[src/rtl/adder_tb_pkg.sv]
// -----------------------------------------------------------------------------
// adder_tb_pkg
// Shared types and constants for the two-bit adder operand sequencer.
//   - seq_state_e : sequencer FSM states (IDLE/DRIVE/CHECK/DONE)
//   - NUM_VECTORS, OPERAND_W, SUM_W : sweep size and adder port widths
//   - IDX_W, ERR_W, CNT_W           : derived counter widths
//   - golden_sum()                  : reference a+b, reusable by benches
// -----------------------------------------------------------------------------
package adder_tb_pkg;

    localparam int NUM_VECTORS = 16;
    localparam int OPERAND_W   = 2;
    localparam int SUM_W       = 3;
    localparam int IDX_W       = 4;
    // One extra bit so a sweep with every vector failing (16) still fits.
    localparam int ERR_W       = 5;
    localparam int CNT_W       = 4;

    typedef enum logic [1:0] {
        IDLE  = 2'd0,
        DRIVE = 2'd1,
        CHECK = 2'd2,
        DONE  = 2'd3
    } seq_state_e;

    function automatic logic [SUM_W-1:0] golden_sum(
        input logic [OPERAND_W-1:0] a,
        input logic [OPERAND_W-1:0] b
    );
        return {1'b0, a} + {1'b0, b};
    endfunction

endpackage

[src/rtl/settle_counter.sv]
// -----------------------------------------------------------------------------
// settle_counter
// Counts how long the current operand pair has been held on the adder inputs.
// Ports:
//   clk, rst_n : clock, asynchronous active-low reset
//   i_clear    : synchronous clear (wins over i_en)
//   i_en       : count enable
//   o_tc       : terminal count, high while the count equals SETTLE_CYCLES-1
// -----------------------------------------------------------------------------
module settle_counter
    import adder_tb_pkg::*;
#(
    parameter int SETTLE_CYCLES = 1
) (
    input  logic clk,
    input  logic rst_n,
    input  logic i_clear,
    input  logic i_en,
    output logic o_tc
);

    localparam logic [CNT_W-1:0] TC_VAL = CNT_W'(SETTLE_CYCLES - 1);

    logic [CNT_W-1:0] r_count;

    // The count may step one past TC_VAL on the cycle the FSM leaves DRIVE;
    // it is always cleared before the next hold, and with SETTLE_CYCLES<=15
    // that step never overflows the 4-bit counter.
    always_ff @(posedge clk or negedge rst_n) begin
        if (!rst_n) begin
            r_count <= '0;
        end else if (i_clear) begin
            r_count <= '0;
        end else if (i_en) begin
            r_count <= r_count + CNT_W'(1);
        end
    end

    assign o_tc = (r_count == TC_VAL);

endmodule

[src/rtl/adder_operand_sequencer.sv]
// -----------------------------------------------------------------------------
// adder_operand_sequencer
// Sweeps all 16 operand pairs into a 2-bit adder, holds each for SETTLE_CYCLES,
// samples the 3-bit sum and compares it against a+b.
// Ports:
//   clk, rst_n     : clock, asynchronous active-low reset
//   start          : one-cycle sweep request (ignored while busy)
//   a_o, b_o       : operands to the adder (registered)
//   s_i            : sum from the adder
//   busy           : sweep in progress
//   chk_valid      : one-cycle compare pulse, qualifies chk_ok/chk_idx
//   chk_ok,chk_idx : compare result and vector index
//   err_count      : mismatches in the current/last sweep
//   first_err_idx  : index of first mismatch (valid when err_count != 0)
//   done, pass     : sweep complete, and complete with no errors
// -----------------------------------------------------------------------------
module adder_operand_sequencer
    import adder_tb_pkg::*;
#(
    parameter int SETTLE_CYCLES = 1
) (
    input  logic                 clk,
    input  logic                 rst_n,
    input  logic                 start,
    output logic [OPERAND_W-1:0] a_o,
    output logic [OPERAND_W-1:0] b_o,
    input  logic [SUM_W-1:0]     s_i,
    output logic                 busy,
    output logic                 chk_valid,
    output logic                 chk_ok,
    output logic [IDX_W-1:0]     chk_idx,
    output logic [ERR_W-1:0]     err_count,
    output logic [IDX_W-1:0]     first_err_idx,
    output logic                 done,
    output logic                 pass
);

    localparam logic [IDX_W-1:0] LAST_IDX = IDX_W'(NUM_VECTORS - 1);

    seq_state_e        r_state;
    logic [IDX_W-1:0]  r_idx;
    logic              r_busy;
    logic              r_chk_valid;
    logic              r_chk_ok;
    logic [IDX_W-1:0]  r_chk_idx;
    logic [ERR_W-1:0]  r_err_count;
    logic [IDX_W-1:0]  r_first_err_idx;
    logic              r_done;
    logic              r_pass;

    logic              w_accept;
    logic              w_cnt_clear;
    logic              w_cnt_en;
    logic              w_settled;
    logic              w_mismatch;
    logic [ERR_W-1:0]  w_err_next;

    // Operands come straight from the index register, so they never glitch.
    assign a_o = r_idx[IDX_W-1 -: OPERAND_W];
    assign b_o = r_idx[OPERAND_W-1:0];

    assign w_accept   = start && ((r_state == IDLE) || (r_state == DONE));
    assign w_mismatch = (s_i != golden_sum(a_o, b_o));
    assign w_err_next = r_err_count + (w_mismatch ? ERR_W'(1) : ERR_W'(0));

    // Clearing in CHECK readies the counter for the next pair; on the final
    // vector it is harmless because DONE does not use the count.
    assign w_cnt_clear = w_accept || (r_state == CHECK);
    assign w_cnt_en    = (r_state == DRIVE);

    settle_counter #(
        .SETTLE_CYCLES (SETTLE_CYCLES)
    ) u_settle (
        .clk     (clk),
        .rst_n   (rst_n),
        .i_clear (w_cnt_clear),
        .i_en    (w_cnt_en),
        .o_tc    (w_settled)
    );

    always_ff @(posedge clk or negedge rst_n) begin
        if (!rst_n) begin
            r_state         <= IDLE;
            r_idx           <= '0;
            r_busy          <= 1'b0;
            r_chk_valid     <= 1'b0;
            r_chk_ok        <= 1'b0;
            r_chk_idx       <= '0;
            r_err_count     <= '0;
            r_first_err_idx <= '0;
            r_done          <= 1'b0;
            r_pass          <= 1'b0;
        end else begin
            r_chk_valid <= 1'b0;
            case (r_state)
                IDLE, DONE: begin
                    if (start) begin
                        r_state         <= DRIVE;
                        r_idx           <= '0;
                        r_busy          <= 1'b1;
                        r_err_count     <= '0;
                        r_first_err_idx <= '0;
                        r_done          <= 1'b0;
                        r_pass          <= 1'b0;
                    end
                end
                DRIVE: begin
                    if (w_settled) begin
                        r_state <= CHECK;
                    end
                end
                CHECK: begin
                    r_chk_valid <= 1'b1;
                    r_chk_idx   <= r_idx;
                    r_chk_ok    <= !w_mismatch;
                    r_err_count <= w_err_next;
                    if (w_mismatch && (r_err_count == '0)) begin
                        r_first_err_idx <= r_idx;
                    end
                    if (r_idx == LAST_IDX) begin
                        // idx stays at 15 so the operands rest at 3/3.
                        r_state <= DONE;
                        r_busy  <= 1'b0;
                        r_done  <= 1'b1;
                        r_pass  <= (w_err_next == '0);
                    end else begin
                        r_state <= DRIVE;
                        r_idx   <= r_idx + IDX_W'(1);
                    end
                end
                default: r_state <= IDLE;
            endcase
        end
    end

    assign busy          = r_busy;
    assign chk_valid     = r_chk_valid;
    assign chk_ok        = r_chk_ok;
    assign chk_idx       = r_chk_idx;
    assign err_count     = r_err_count;
    assign first_err_idx = r_first_err_idx;
    assign done          = r_done;
    assign pass          = r_pass;

endmodule

[config.mk]
export PLATFORM = sky130hd
export DESIGN_NAME = adder_operand_sequencer
export DESIGN_NICKNAME = d
export VERILOG_FILES = /design/src/rtl/adder_tb_pkg.sv /design/src/rtl/settle_counter.sv /design/src/rtl/adder_operand_sequencer.sv
export SDC_FILE = /design/constraint.sdc
export NUM_CORES = 1
export LEC_CHECK = 0
export ABC_CLOCK_PERIOD_IN_PS = 5800
export BUFFER_PORTS_ARGS = -buffer_cell sky130_fd_sc_hd__buf_2
export CORE_ASPECT_RATIO = 1.5
export CORE_UTILIZATION = 40
export CTS_BUF_LIST = sky130_fd_sc_hd__clkbuf_4 sky130_fd_sc_hd__clkbuf_8 sky130_fd_sc_hd__clkbuf_16
export DETAILED_ROUTE_END_ITERATION = 10
export PLACE_DENSITY = 0.57
export SYNTH_ARGS = -nofsm -noshare
export SYNTH_HDL_FRONTEND = slang
export SYNTH_SLANG_ARGS = --single-unit
[constraint.sdc]
create_clock -name clk -period 5.8 [get_ports clk]
set_clock_uncertainty 0.15 [all_clocks]
set_input_delay 0.58 -clock clk [delete_from_list [all_inputs] [get_ports clk]]
set_output_delay 0.58 -clock clk [all_outputs]
set_load 0.02 [all_outputs]
### Word-level counts from Yosys, hierarchy flattened

Cells that the tools add are included.

| storage, ports and cells | value |
|---|---|
| register bits after elaboration | 28 |
| word-level logic and storage cells | 65 |

| operators by class | value |
|---|---|
| add/subtract/negate cells | 4 |
| equal/unequal tests | 10 |
| muxes and demuxes | 23 |
| reduce and logical (&&, ||, !) cells | 17 |

Operator list:

| kind | count |
|---|---|
| 2-to-1 mux 4 bit | 5 |
| one-hot mux 4 bit (2 select lines) | 2 |
| logical NOT 5 bit | 2 |
| one-hot mux 5 bit (2 select lines) | 1 |
| AND reduction 3 bit | 3 |
| adder 4 x 1 -> 4 bit, second input constant | 2 |
| 2-to-1 mux 1 bit | 7 |
| 2-to-1 mux 2 bit | 3 |
| != test 2 bit, second input constant | 3 |
| one-hot mux 1 bit (2 select lines) | 3 |
| one-hot mux 2 bit (3 select lines) | 1 |
| adder 5 x 1 -> 5 bit | 1 |
| 2-to-1 mux 5 bit | 1 |
| equality test 2 bit, second input constant | 2 |
| equality test 4 bit, second input constant | 1 |
| logical NOT 4 bit | 1 |
| != test 2 x 1 -> 1 bit, second input constant | 2 |
| AND reduction 2 bit | 2 |
| nonzero test 2 bit | 2 |
| adder 2 x 2 -> 3 bit | 1 |
| != test 3 bit | 1 |
| equality test 2 x 1 -> 1 bit, second input constant | 1 |
| logical AND 1 bit | 2 |
| logical NOT 2 bit | 1 |
| 3 further kinds | 4 |

### Depth between registers and ports, before layout

| logic depth | value |
|---|---|
| word-level depth | 7 |
| depth in mapped cells | 11 |
| mapped depth without buffers | 10 |

### Hierarchy

Synthesis repeated with hierarchy kept, for this count alone.

| unflattened totals | value |
|---|---|
| cell total of the unflattened synthesis | 144 |
| area total of the unflattened synthesis | 1,519.0 sq um |

Modules (own cells, without submodules):

| module | times used | cells an instance | area each (sq um) |
|---|---|---|---|
| adder_operand_sequencer | 1 | 124 | 1,298.7 |
| settle_counter | 1 | 20 | 220.2 |

### Worst setup path after synthesis

OpenSTA, ideal clock, no wires.

| timing | value |
|---|---|
| path kind | reg-to-reg |
| start point | register r_idx[2] |
| end point | register r_pass, in the netlist pass |
| library setup time | 0.067 ns |
| arrival | 2.578 ns |
| data required time | 5.583 ns |
| setup slack | 3.005 ns |
| cell stages (with the launch flop) | 11 |
| buffers on the path | 1 |
| path through | dfrtp_1 -> ha_1 -> fa_1 -> xnor2_1 -> and3_4 -> buf_6 -> inv_1 -> ha_1 -> ha_1 -> nor4_1 -> a32o_1 |

| between the ends | value |
|---|---|
| word-level cells in the longest chain between the ends | 7 |
| elaborated cells between the ends (all ways) | 10 |
| those cells by class | add/sub: 2; eq/ne: 3; mux: 3; reduce/logical: 2 |

Ends and longest elaborated chain:

| element | RTL line | source |
|---|---|---|
| from (decl) | adder_operand_sequencer.sv:41 | `logic [IDX_W-1:0] r_idx;` |
| from (signal assigned) | adder_operand_sequencer.sv:128 | `r_idx <= r_idx + IDX_W'(1);` |
| adder 2 x 2 -> 3 bit | adder_tb_pkg.sv:30 | `return {1'b0, a} + {1'b0, b};` |
| != test 3 bit | adder_operand_sequencer.sv:63 | `assign w_mismatch = (s_i != golden_sum(a_o, b_o));` |
| 2-to-1 mux 1 bit | adder_operand_sequencer.sv:64 | `assign w_err_next = r_err_count + (w_mismatch ? ERR_W'(1) : ERR_W'(0));` |
| adder 5 x 1 -> 5 bit | adder_operand_sequencer.sv:64 |  |
| logical NOT 5 bit | adder_operand_sequencer.sv:125 | `r_pass <= (w_err_next == '0);` |
| 2-to-1 mux 1 bit | adder_operand_sequencer.sv:120 | `if (r_idx == LAST_IDX) begin` |
| one-hot mux 1 bit (2 select lines) | adder_operand_sequencer.sv:95 | `case (r_state)` |
| to (signal assigned) | adder_operand_sequencer.sv:125 |  |
| to (decl) | adder_operand_sequencer.sv:49 | `logic r_pass;` |

Several ways; a longest one is shown, not always the timed one. The select of a mux whose other input is x is not followed.
A chain may end at the register's enable or synchronous reset.

### Final worst setup path

Ends and elaborated chain as after synthesis.

==> reports/summary.txt <==
======================================================================================
Clk pin slew, worst setup/hold paths                                           0.10 ns
Switching power share of the total                                              0.4432
Clock root buffer                                                             clkbuf_8
Bufs on Longest Clock Path                                                           2
Flip-flop and latch count after synthesis                                           28
Number of maximum-capacitance violations                                             0
Worst-path fanout max                                                               10
Setup violation total in the final timing report                                     0
Final wirelength                                                              3.204 mm
Boundary Pins                                                                       28
Net Switching                                                                0.3266 mW
Sinks on the clock net                                                              28
Max IR drop VDD                                                              0.3520 mV
Slowest stage cell, crit path                                                     fa_1
Layout overhead on the synthesized area                                         13.16%
Number of antenna violations at the first check in global routing                    0
CORE AREA                                                                 0.003481 sq mm
Routed length on met2                                                         1.759 mm
Register-to-Register Setup Slack                                               2.94 ns
RSZ-0062 raised after global routing                                             false
H-tree depth reported by CTS                                                         1
Power density normalized to cell area                                     436.3 mW/mm^2
Most used cell, CP                                                                ha_1
Static leakage                                                               0.8441 nW
Total standard cell area after synthesis                                  0.001493 sq mm
Post-route fraction of the period consumed by the critical path                 0.4926
Run status                                                                   completed
CTS tree                                                                           yes
# DRC                                                                                0
Post-route worst hold slack                                                  0.1641 ns
Critical Path AT                                                               2.92 ns
Detail Route Antenna Nets                                                            0
Die Area                                                                  0.003985 sq mm
Die height                                                                    76.82 um
Highest Clock Rate                                                           350.0 MHz
Count of instances resized after the clock tree is built                             0
Starting Density                                                                0.4288
Fraction of layout instances using a drive strength above 1                     0.1844
Die X                                                                         51.88 um
Number of nets in the finished design                                              197
WL met3                                                                          63 um
First-pass detailed-route iteration total                                            4
Via Count                                                                         1158
Via count of the first global-routing pass                                        1203
Number of buffers created by CTS                                                     3
Max stage delay on crit path                                                   0.49 ns
Core Util, Final                                                                0.4853
Endpoint of the lowest-slack register-to-register path                            pass
Synth unique cells                                                                  33
HP Class                                                                  primary input to async pin
Detailed-placement wirelength estimate                                        2.361 mm
Synthesized area per cell                                                  9.630 sq um
Max-slew headroom at the worst pin                                              0.2910
Warning count from the yosys run                                                     0
Series of cell instances along the critical path                          ha_1 -> fa_1 -> xnor2_1 -> and3_4 -> inv_1 -> ha_1 -> ha_1 -> nor4_1 -> a32o_1
Maximum number of pins on one net before global-route repair                        29
Worst Reg2Reg Path Length in Cells                                                   9
Weighted congestion reported at the end of routability-driven placement         0.7482
Worst reg2reg path startpoint                                                 r_idx[2]
Least setup slack across all paths after layout                               2.943 ns
Max Slew Vio Count                                                                   0
Part of the Yosys area used for sequential elements                             0.4694
Clock latency of the later-clocked register in the worst-skew pair             0.28 ns
Internal power summed over all cells                                         0.4104 mW
Number of cell rows                                                                 26
Instance count of the mapped netlist                                               155
Total routing usage reported by global routing                                  0.1837
Part of the power in the clock network                                           0.145
Synthesized Nets                                                                   171
WP data required                                                               5.87 ns
CP Launch Type                                                                    flop
Final hold violation count                                                           0
# diodes                                                                             0
DR top layer                                                                      met4
Setup TNS Final                                                                   0 ns
Total Power Consumption                                                      0.7370 mW
Shortest period the worst path allows                                         2.857 ns
Global-route wire length before repair                                        5.561 mm
Buffers inserted during post-CTS setup optimization                                  0
Average vias per placed instance                                                 5.240
Setup slack after placement                                                   2.957 ns
Pin slew with the least headroom to its limit                                 1.056 ns
IO Port Bufs                                                                        27
Remaining global-route overflow                                                      0
Class of the most critical setup path                                     flop to flop
Kind of end point of the critical path                                            flop
Power share of the sequential group                                              0.390
Number of buffers added to fix hold violations after cts                             0
Violation count after the first detailed-route iteration                            13
Total routed wire length on the met1 layer                                    1.319 mm
Routed wirelength normalized by instance count                                14.50 um
Part of the power in combinational logic                                         0.465
======================================================================================
## synth_stat cells
cell type,n,share of area
clkbuf_1,3,0.0075
nand2_1,22,0.055
and3_4,1,0.0075
a21oi_1,8,0.027
or4_1,4,0.020
xnor2_1,5,0.029
buf_6,1,0.0075
nor2b_1,1,0.0042
o21ai_1,1,0.0033
xor2_1,4,0.023
o211ai_1,4,0.020
and3_1,1,0.0042
nor4_1,1,0.0042
a32o_1,1,0.0067
nor3b_1,1,0.0050
o21ai_0,12,0.040
mux2i_1,2,0.013
dfrtp_1,28,0.47
nand2b_1,2,0.0084
fa_1,1,0.013
a31oi_1,1,0.0042
buf_2,2,0.0067
ha_1,9,0.075
nor3_1,1,0.0033
and2_1,1,0.0042
nand4_1,1,0.0042
nor2_1,10,0.025
nand3_1,9,0.030
a22o_1,4,0.023
inv_1,9,0.023
a21o_1,1,0.0050
o31ai_1,2,0.010
mux2_2,2,0.015
## stage by stage
step                      instance area (sq um)  instances
after floorplan                            1493        155
after global placement                     1648        218
after detailed placement                   1648        218
after CTS                                  1689        221
after global routing                       1689        221
final                                      1689        221
## flip-flops by register name, summed over array words and instances, names as in the netlist, 2 cells and up
| register | flops |
|---|---|
| u_settle.r_count | 4 |
| r_idx | 4 |
| err_count | 5 |
| first_err_idx | 4 |
| chk_idx | 4 |
| r_state | 2 |
## how the worst max path moves through the flow
stage                          start  slack, ns               end
after floorplan             r_idx[2]       3.01              pass
after global placement    r_state[0]       3.09  first_err_idx[0]
after detailed placement    r_idx[2]       2.96              pass
after CTS                   r_idx[2]       2.94              pass
after global routing      r_state[0]       2.76  first_err_idx[1]
final                       r_idx[2]       2.94              pass
## power by group through the flow
| stage | clock network [mW] | logic, mW | registers [mW] |
|---|---|---|---|
| after global routing | 0.121 | 0.392 | 0.296 |
| after detailed placement | 0 | 0.349 | 0.292 |
| final | 0.107 | 0.343 | 0.287 |
| after global placement | 0 | 0.342 | 0.289 |
| after floorplan | 0 | 0.223 | 0.325 |
| after CTS | 0.112 | 0.349 | 0.288 |
## kinds of logic after synthesis
logic type | count (synthesis) | synth area share
buffers and inverters | 15 | 0.04442
and+or+nand+nor | 55 | 0.1760
xor gates and xnor gates | 9 | 0.05280
muxes | 4 | 0.02850
adders and majority gates | 10 | 0.08885
AOI/OAI and AO/OA | 34 | 0.1400
DFF | 28 | 0.4694
## routing by layer
metal,global-route usage,vias up
li1,-,586
met1,0.2085,551
met2,0.3256,16
met3,0.01984,5
met4,0.08649,0
met5,0,-
## placed cells by master, fill, tap and decap left out, drive strengths merged, types with 2 or more instances in the layout
cell type	netlist	routed
nand2	22	22
xnor2	5	5
xor2	4	4
nand2b	2	2
mux2	2	2
nand3	9	9
o21ai	13	13
or4	4	4
dfrtp	28	28
a22o	4	4
clkbuf	3	3
a21oi	8	8
ha	9	9
buf	3	27
inv	9	9
and3	2	2
o211ai	4	4
o31ai	2	2
nor2	10	10
mux2i	2	2
## worst max-delay path, delay by kind of cell (launching register included)
| family | cells | cell delay (ns) |
|---|---|---|
| adder cells (fa/ha/maj) | 4 | 1.22 |
| flip-flops | 1 | 0.48 |
| buffers and inverters | 1 | 0.05 |
| AND/OR/NAND/NOR | 2 | 0.57 |
| XOR/XNOR | 1 | 0.12 |
| AO/OA/AOI/OAI | 1 | 0.20 |
## cell type report
cell class | instances | area [sq um]
fillers | 338 | 1792
multi-input cells | 112 | 725.7
flip-flops and latches | 28 | 700.7
repair buffers | 27 | 135.1
well taps | 42 | 52.55
clock buffers | 3 | 41.29
inverters | 9 | 33.78
Power figures use the tool's default switching activity.
